## src/rtl/forwarder_ctrl_pkg.sv

```systemverilog
// Shared types and sizing for the forwarder readout path.
package fwd_ctrl_pkg;

  localparam int DATA_WIDTH = 64;
  localparam int OUT_DEPTH  = 4;
  localparam int PTR_W      = $clog2(OUT_DEPTH);
  // One extra bit so the count can represent "full" (OUT_DEPTH) and the
  // credit sum count + in-flight never overflows.
  localparam int CNT_W      = $clog2(OUT_DEPTH + 1);

  typedef enum logic [1:0] {
    IDLE  = 2'd0,
    READ  = 2'd1,
    DRAIN = 2'd2,
    DONE  = 2'd3
  } fwd_state_e;

  typedef struct packed {
    logic                  tlast;
    logic [DATA_WIDTH-1:0] tdata;
  } fwd_entry_t;

endpackage

```

## src/rtl/fwd_out_fifo.sv

```systemverilog
// Output buffer for the forwarder: OUT_DEPTH-entry first-word-fall-through
// FIFO whose head drives the AXI-Stream master directly.
// AXIS: a beat transfers on a cycle where m_axis_tvalid & m_axis_tready; the
// head entry (tdata/tlast) stays put until that handshake, so a stalled beat
// is held stable. The writer must never push into a full FIFO.
module fwd_out_fifo
  import fwd_ctrl_pkg::*;
(
  input  logic                  clk,
  input  logic                  rst_n,
  input  logic                  i_push,
  input  fwd_entry_t            i_entry,
  output logic [CNT_W-1:0]      o_count,
  output logic [DATA_WIDTH-1:0] m_axis_tdata,
  output logic                  m_axis_tvalid,
  input  logic                  m_axis_tready,
  output logic                  m_axis_tlast
);

  fwd_entry_t       r_mem [OUT_DEPTH];
  logic [PTR_W-1:0] r_wr_ptr;
  logic [PTR_W-1:0] r_rd_ptr;
  logic [CNT_W-1:0] r_count;
  logic             w_pop;

  assign w_pop         = m_axis_tvalid & m_axis_tready;
  assign m_axis_tvalid = (r_count != '0);
  assign m_axis_tdata  = r_mem[r_rd_ptr].tdata;
  assign m_axis_tlast  = r_mem[r_rd_ptr].tlast;
  assign o_count       = r_count;

  // Pointer and occupancy bookkeeping; depth is a power of two so pointers wrap.
  always_ff @(posedge clk or negedge rst_n) begin
    if (!rst_n) begin
      r_wr_ptr <= '0;
      r_rd_ptr <= '0;
      r_count  <= '0;
    end else begin
      if (i_push) r_wr_ptr <= r_wr_ptr + PTR_W'(1);
      if (w_pop)  r_rd_ptr <= r_rd_ptr + PTR_W'(1);
      case ({i_push, w_pop})
        2'b10:   r_count <= r_count + CNT_W'(1);
        2'b01:   r_count <= r_count - CNT_W'(1);
        default: r_count <= r_count;
      endcase
    end
  end

  // Storage array; contents are don't-care until the count says otherwise.
  always_ff @(posedge clk) begin
    if (i_push) r_mem[r_wr_ptr] <= i_entry;
  end

endmodule

```

## src/rtl/forwarder_ctrl.sv

```systemverilog
// Forwarder readout sequencer: reads len words from packetmem and streams
// them on an AXI-Stream master, then pulses forwarder_done.
// Optional statistics counters are built when FORWARDER_CTRL_STATS_EN is defined.
// dbg_state exposes the FSM state for observation.
module forwarder_ctrl
  import fwd_ctrl_pkg::*;
#(
  parameter int ADDR_WIDTH = 10
) (
  input  logic                  clk,
  input  logic                  rst_n,
  input  logic                  ready_for_forwarder,
  input  logic [ADDR_WIDTH-1:0] len_to_forwarder,
  output logic [ADDR_WIDTH-1:0] forwarder_rd_addr,
  output logic                  forwarder_rd_en,
  input  logic [DATA_WIDTH-1:0] forwarder_rd_data,
  output logic                  forwarder_done,
  output logic [DATA_WIDTH-1:0] m_axis_tdata,
  output logic                  m_axis_tvalid,
  input  logic                  m_axis_tready,
  output logic                  m_axis_tlast,
  output fwd_state_e            dbg_state
`ifdef FORWARDER_CTRL_STATS_EN
  ,
  output logic [31:0]           stat_pkts,
  output logic [31:0]           stat_words
`endif
);

  fwd_state_e            r_state;
  fwd_state_e            w_next;
  logic [ADDR_WIDTH-1:0] r_len;
  logic [ADDR_WIDTH-1:0] r_addr;
  logic                  r_inflight;
  logic                  r_inflight_last;
  logic                  r_idle_hold;
  logic [CNT_W-1:0]      w_count;
  logic                  w_credit_ok;
  logic                  w_issue;
  logic                  w_last_addr;
  logic                  w_start;
  logic                  w_hs;
  fwd_entry_t            w_push_entry;

  // A read may only be issued if its word is guaranteed a FIFO slot when it
  // returns, counting words already buffered plus the one still in flight.
  assign w_credit_ok = (w_count + CNT_W'(r_inflight)) < CNT_W'(OUT_DEPTH);
  assign w_issue     = (r_state == READ) && w_credit_ok;
  assign w_last_addr = (r_addr == (r_len - ADDR_WIDTH'(1)));
  // The first IDLE cycle after DONE never samples, giving the buffer owner
  // time to switch buffers and update the length.
  assign w_start     = (r_state == IDLE) && !r_idle_hold && ready_for_forwarder;
  assign w_hs        = m_axis_tvalid & m_axis_tready;

  assign forwarder_rd_en   = w_issue;
  assign forwarder_rd_addr = r_addr;
  assign forwarder_done    = (r_state == DONE);
  assign dbg_state         = r_state;

  assign w_push_entry.tlast = r_inflight_last;
  assign w_push_entry.tdata = forwarder_rd_data;

  // FSM state register.
  always_ff @(posedge clk or negedge rst_n) begin
    if (!rst_n) r_state <= IDLE;
    else        r_state <= w_next;
  end

  // FSM next-state logic.
  always_comb begin
    w_next = r_state;
    case (r_state)
      IDLE:    if (w_start) w_next = (len_to_forwarder != '0) ? READ : DONE;
      READ:    if (w_issue && w_last_addr) w_next = DRAIN;
      DRAIN:   if (w_hs && m_axis_tlast) w_next = DONE;
      DONE:    w_next = IDLE;
      default: w_next = IDLE;
    endcase
  end

  // Length latch, read address counter and in-flight read tracking.
  // The address stops at len-1 rather than stepping past the packet.
  always_ff @(posedge clk or negedge rst_n) begin
    if (!rst_n) begin
      r_len           <= '0;
      r_addr          <= '0;
      r_inflight      <= 1'b0;
      r_inflight_last <= 1'b0;
      r_idle_hold     <= 1'b0;
    end else begin
      if (w_start) begin
        r_len  <= len_to_forwarder;
        r_addr <= '0;
      end else if (w_issue && !w_last_addr) begin
        r_addr <= r_addr + ADDR_WIDTH'(1);
      end
      r_inflight      <= w_issue;
      r_inflight_last <= w_issue && w_last_addr;
      r_idle_hold     <= (r_state == DONE);
    end
  end

  fwd_out_fifo u_out_fifo (
    .clk           (clk),
    .rst_n         (rst_n),
    .i_push        (r_inflight),
    .i_entry       (w_push_entry),
    .o_count       (w_count),
    .m_axis_tdata  (m_axis_tdata),
    .m_axis_tvalid (m_axis_tvalid),
    .m_axis_tready (m_axis_tready),
    .m_axis_tlast  (m_axis_tlast)
  );

`ifdef FORWARDER_CTRL_STATS_EN
  logic [31:0] r_stat_pkts;
  logic [31:0] r_stat_words;

  // Packet and word counters; both wrap naturally at 2^32.
  always_ff @(posedge clk or negedge rst_n) begin
    if (!rst_n) begin
      r_stat_pkts  <= '0;
      r_stat_words <= '0;
    end else begin
      if (r_state == DONE) r_stat_pkts  <= r_stat_pkts + 32'd1;
      if (w_hs)            r_stat_words <= r_stat_words + 32'd1;
    end
  end

  assign stat_pkts  = r_stat_pkts;
  assign stat_words = r_stat_words;
`endif

endmodule

```

## config.mk

```make
export PLATFORM = sky130hd
export DESIGN_NAME = forwarder_ctrl
export DESIGN_NICKNAME = d
export VERILOG_FILES = /design/src/rtl/forwarder_ctrl_pkg.sv /design/src/rtl/fwd_out_fifo.sv /design/src/rtl/forwarder_ctrl.sv
export SDC_FILE = /design/constraint.sdc
export NUM_CORES = 1
export LEC_CHECK = 0
export ABC_CLOCK_PERIOD_IN_PS = 4010
export CAP_MARGIN = 0
export CORE_ASPECT_RATIO = 0.75
export CORE_UTILIZATION = 50
export CTS_CLUSTER_DIAMETER = 60
export DETAILED_ROUTE_END_ITERATION = 10
export PLACE_DENSITY = 0.74
export REMOVE_ABC_BUFFERS = 1
export SYNTH_ARGS = -nofsm -noshare
export SYNTH_HDL_FRONTEND = slang
export SYNTH_SLANG_ARGS = --single-unit
```

## constraint.sdc

```tcl
create_clock -name clk -period 4.01 [get_ports clk]
set_clock_uncertainty 0.05 [all_clocks]
set_input_delay 0.802 -clock clk [delete_from_list [all_inputs] [get_ports clk]]
set_output_delay 0.802 -clock clk [all_outputs]
set_load 0.02 [all_outputs]
```

==> qor.yml <==
run_status:
  outcome: "finished clean"
drt:
  drt_wl_total_um: 22000
  wl_per_cell_um: 20.9
  drc: 0
  dr.pass1.iters: 5
  via_per_inst: 5.61
  postRouteAntennaNets: 0
  vias: 5889
  drt-initial-drc-count: 615
worst_setup_path:
  setup.worst_path.end_class: "output pin"
  reg2reg_slack_ns: 0.85
  worstPathArrival_ns: 2.80
  critPathMaxFanout: 28
  reg2reg_depth: 9
  crit_start: "u_out_fifo.r_rd_ptr[0]"
  rr_startpoint: "r_len[0]"
  worstSetupPathType: "reg2out"
  crit_path_end: "m_axis_tdata[8]"
  required_ns: 3.16
  start_kind: "flip-flop"
  r2r_end: "dbg_state[1]"
grt:
  grt_pass1_vias: 6251
  grt_antenna_before_repair: 0
  met1_usage_pct: 27.5
  grt-busiest-layer: "met2"
  track_usage_pct: 19.5
  gr-total-overflow: 0
  groute.layer.met3.usage_pct: 4.54
  grtUsageMet2_pct: 31.2
  grt_pass1_wl_um: 34800
  grt_max_degree: 66
final_layout:
  layout-drive-gt1-share_pct: 17.1
  ff_latch_area_um2: 8620
  syn2layout_area_growth_pct: 24.5
  fin_util_pct: 63.7
  final_cells: 1049
  fill_cells: 1517
  multi_input_area_um2: 2600
  antenna_cells: 0
  nNetsFinal: 826
power:
  p_int_mw: 7.00
  p_comb_share_pct: 35.0
  switching_share_pct: 31.8
  power-per-cell-area_nw_per_um2: 726
  ir_worst_vdd_mv: 0.509
  p_clk_share_pct: 23.6
  p_leak_nw: 4.74
  seqPwrFrac_pct: 41.3
  switchingPower_mw: 3.27
synthesis:
  ys_warn_count: 0
  synth-seq-area-share_pct: 75.8
  netlist_area_um2: 11400
  synth.most_common_cell: "edfxtp_1"
  synth_top_flop_cell: "edfxtp_1"
  async_flop_share_pct: 11.0
  synth_top_area_share_pct: 68.8
  yosys.area.top_type: "edfxtp_1"
  synthTopCellsByCount: "260 x edfxtp_1, 65 x mux4_2, 42 x nand2_1"
  yosys-top-cells-area: "edfxtp_1 69%, mux4_2 13%, dfrtp_1 7.1%"
  synth.avg_cell_area_um2: 20.1
  synth_cell_type_count: 48
  ys_ff_latch: 292
  synthCells: 566
  synth_enable_flop_cells: 260
placed_design:
  place_inst: 1000
  gp_congestion: 0.828
  dp.final_hpwl_um: 13600
  port-buffer-count: 157
clocking:
  cts_sinks: 292
  clock_latency_ns: 0.52
  cts_buffer_depth: 3
  cts_buffers: 28
  htreeDepth: 1
  clkTransAtPathRegs_ns: 0.06
  cts-resized-gates: 0
  cts_setup_buffers: 0
  cts_root_buf: "clkbuf_16"
  hold_buffers: 0
  cts_tree: "built"
die:
  chipWidth_um: 176
  pin_count: 158
  die_h_um: 132
  rows: 47
  die_area_um2: 23300
  start_util_pct: 51.2
  coreArea_um2: 22200
hold_path:
  hp-class: "reg2reg"
  hold-path-cell-count: 0
timing:
  slew_headroom_pct: 32.4
  tns_ns: 0
  finalCriticalPeriod_ns: 3.65
  timing.hold.ws_ns: 0.452
  hold_violations: 0
  tightest_slew_ns: 1.01
  period_share_pct: 91.0
  drv_slew: 0
  grt_setup_unrepaired: "no"
  setup_violations: 0
  fmax_mhz: 274
flow_run:
  max_cap_viol_count: 0
layer usage:
| layer | routed length (µm) | share of wire (%) |
|---|---|---|
| met3 | 1460 | 6.7 |
| met1 | 9550 | 43 |
| met4 | 335 | 1.5 |
| met2 | 10600 | 48 |
| met5 | 0 | 0 |
final cells by class:
class / count / area share [%]
tap: 294 / 2.60
inverter: 14 / 0.372
timing repair buffer: 165 / 11.6
clock inverter: 20 / 0.859
multi-input combinational: 235 / 18.4
clock buffer: 29 / 5.14
sequential: 292 / 61.0
registers in the layout, summed over array words and instances, names as in the netlist, 2 cells and up:
| name | flops |
|---|---|
| u_out_fifo.o_count | 3 |
| u_out_fifo.r_rd_ptr | 2 |
| u_out_fifo.r_mem | 260 |
| dbg_state | 2 |
| r_len | 10 |
| forwarder_rd_addr | 10 |
| u_out_fifo.r_wr_ptr | 2 |
power by group through the flow:
stage	logic, mW	clock network (mW)	registers [mW]
floorplan	2.09	0	4.33
global placement	3.56	0	4.28
detailed placement	3.63	0	4.32
CTS	3.66	2.48	4.26
global route	3.86	2.59	4.30
finish	3.60	2.42	4.24
worst max-delay path: stages (launching register included):
cell and delay, ns:
dfrtp_4 0.79, buf_4 0.34, mux4_2 0.54, clkdlybuf4s50_1 0.58
metrics by stage:
step / instance area, µm² / setup slack, ns / power (mW)
3_5_place_dp: 13300 / 0.840 / 7.95
4_1_cts: 14100 / 0.260 / 10.4
5_1_grt: 14100 / 0.186 / 10.8
3_3_place_gp: 13300 / 0.867 / 7.85
2_1_floorplan: 11200 / -0.213 / 6.42
6_report: 14100 / 0.361 / 10.3
cells by family after synthesis:
family,count (synthesis),synth area share (%)
DFF,292,75.8
adders and majority gates,12,1.39
buffers and inverters,39,1.37
and+or+nand+nor,99,4.57
xor gates and xnor gates,21,1.62
AOI/OAI and AO/OA,37,2.24
muxes,66,13.0
layout by cell type, fill, tap and decap left out, types with 4 or more instances in the layout:
cell type	n
mux4_2	65
a21oi_1	9
nor4_1	5
nor2_1	13
inv_1	14
o21ai_0	6
o31ai_1	4
nand3_1	5
xor2_1	10
clkinv_1	9
and2_4	4
or3_1	4
xnor2_1	11
dfrtp_1	30
clkbuf_16	29
buf_4	7
nand2_1	42
clkdlybuf4s50_1	157
nor3_1	6
edfxtp_1	260
clkinv_2	7
ha_1	11
how the worst min path moves through the flow:
| stage | slack, ns | start | end |
|---|---|---|---|
| floorplan | 0.40 | r_inflight_last | u_out_fifo.r_mem[0][64] |
| global placement | 0.41 | r_inflight_last | u_out_fifo.r_mem[1][64] |
| detailed placement | 0.44 | r_inflight_last | u_out_fifo.r_mem[2][64] |
| CTS | 0.46 | r_inflight_last | u_out_fifo.r_mem[3][64] |
| global route | 0.48 | r_inflight_last | u_out_fifo.r_mem[3][64] |
| finish | 0.45 | r_inflight_last | u_out_fifo.r_mem[1][64] |
No activity file was read; power rests on OpenSTA's default activity.
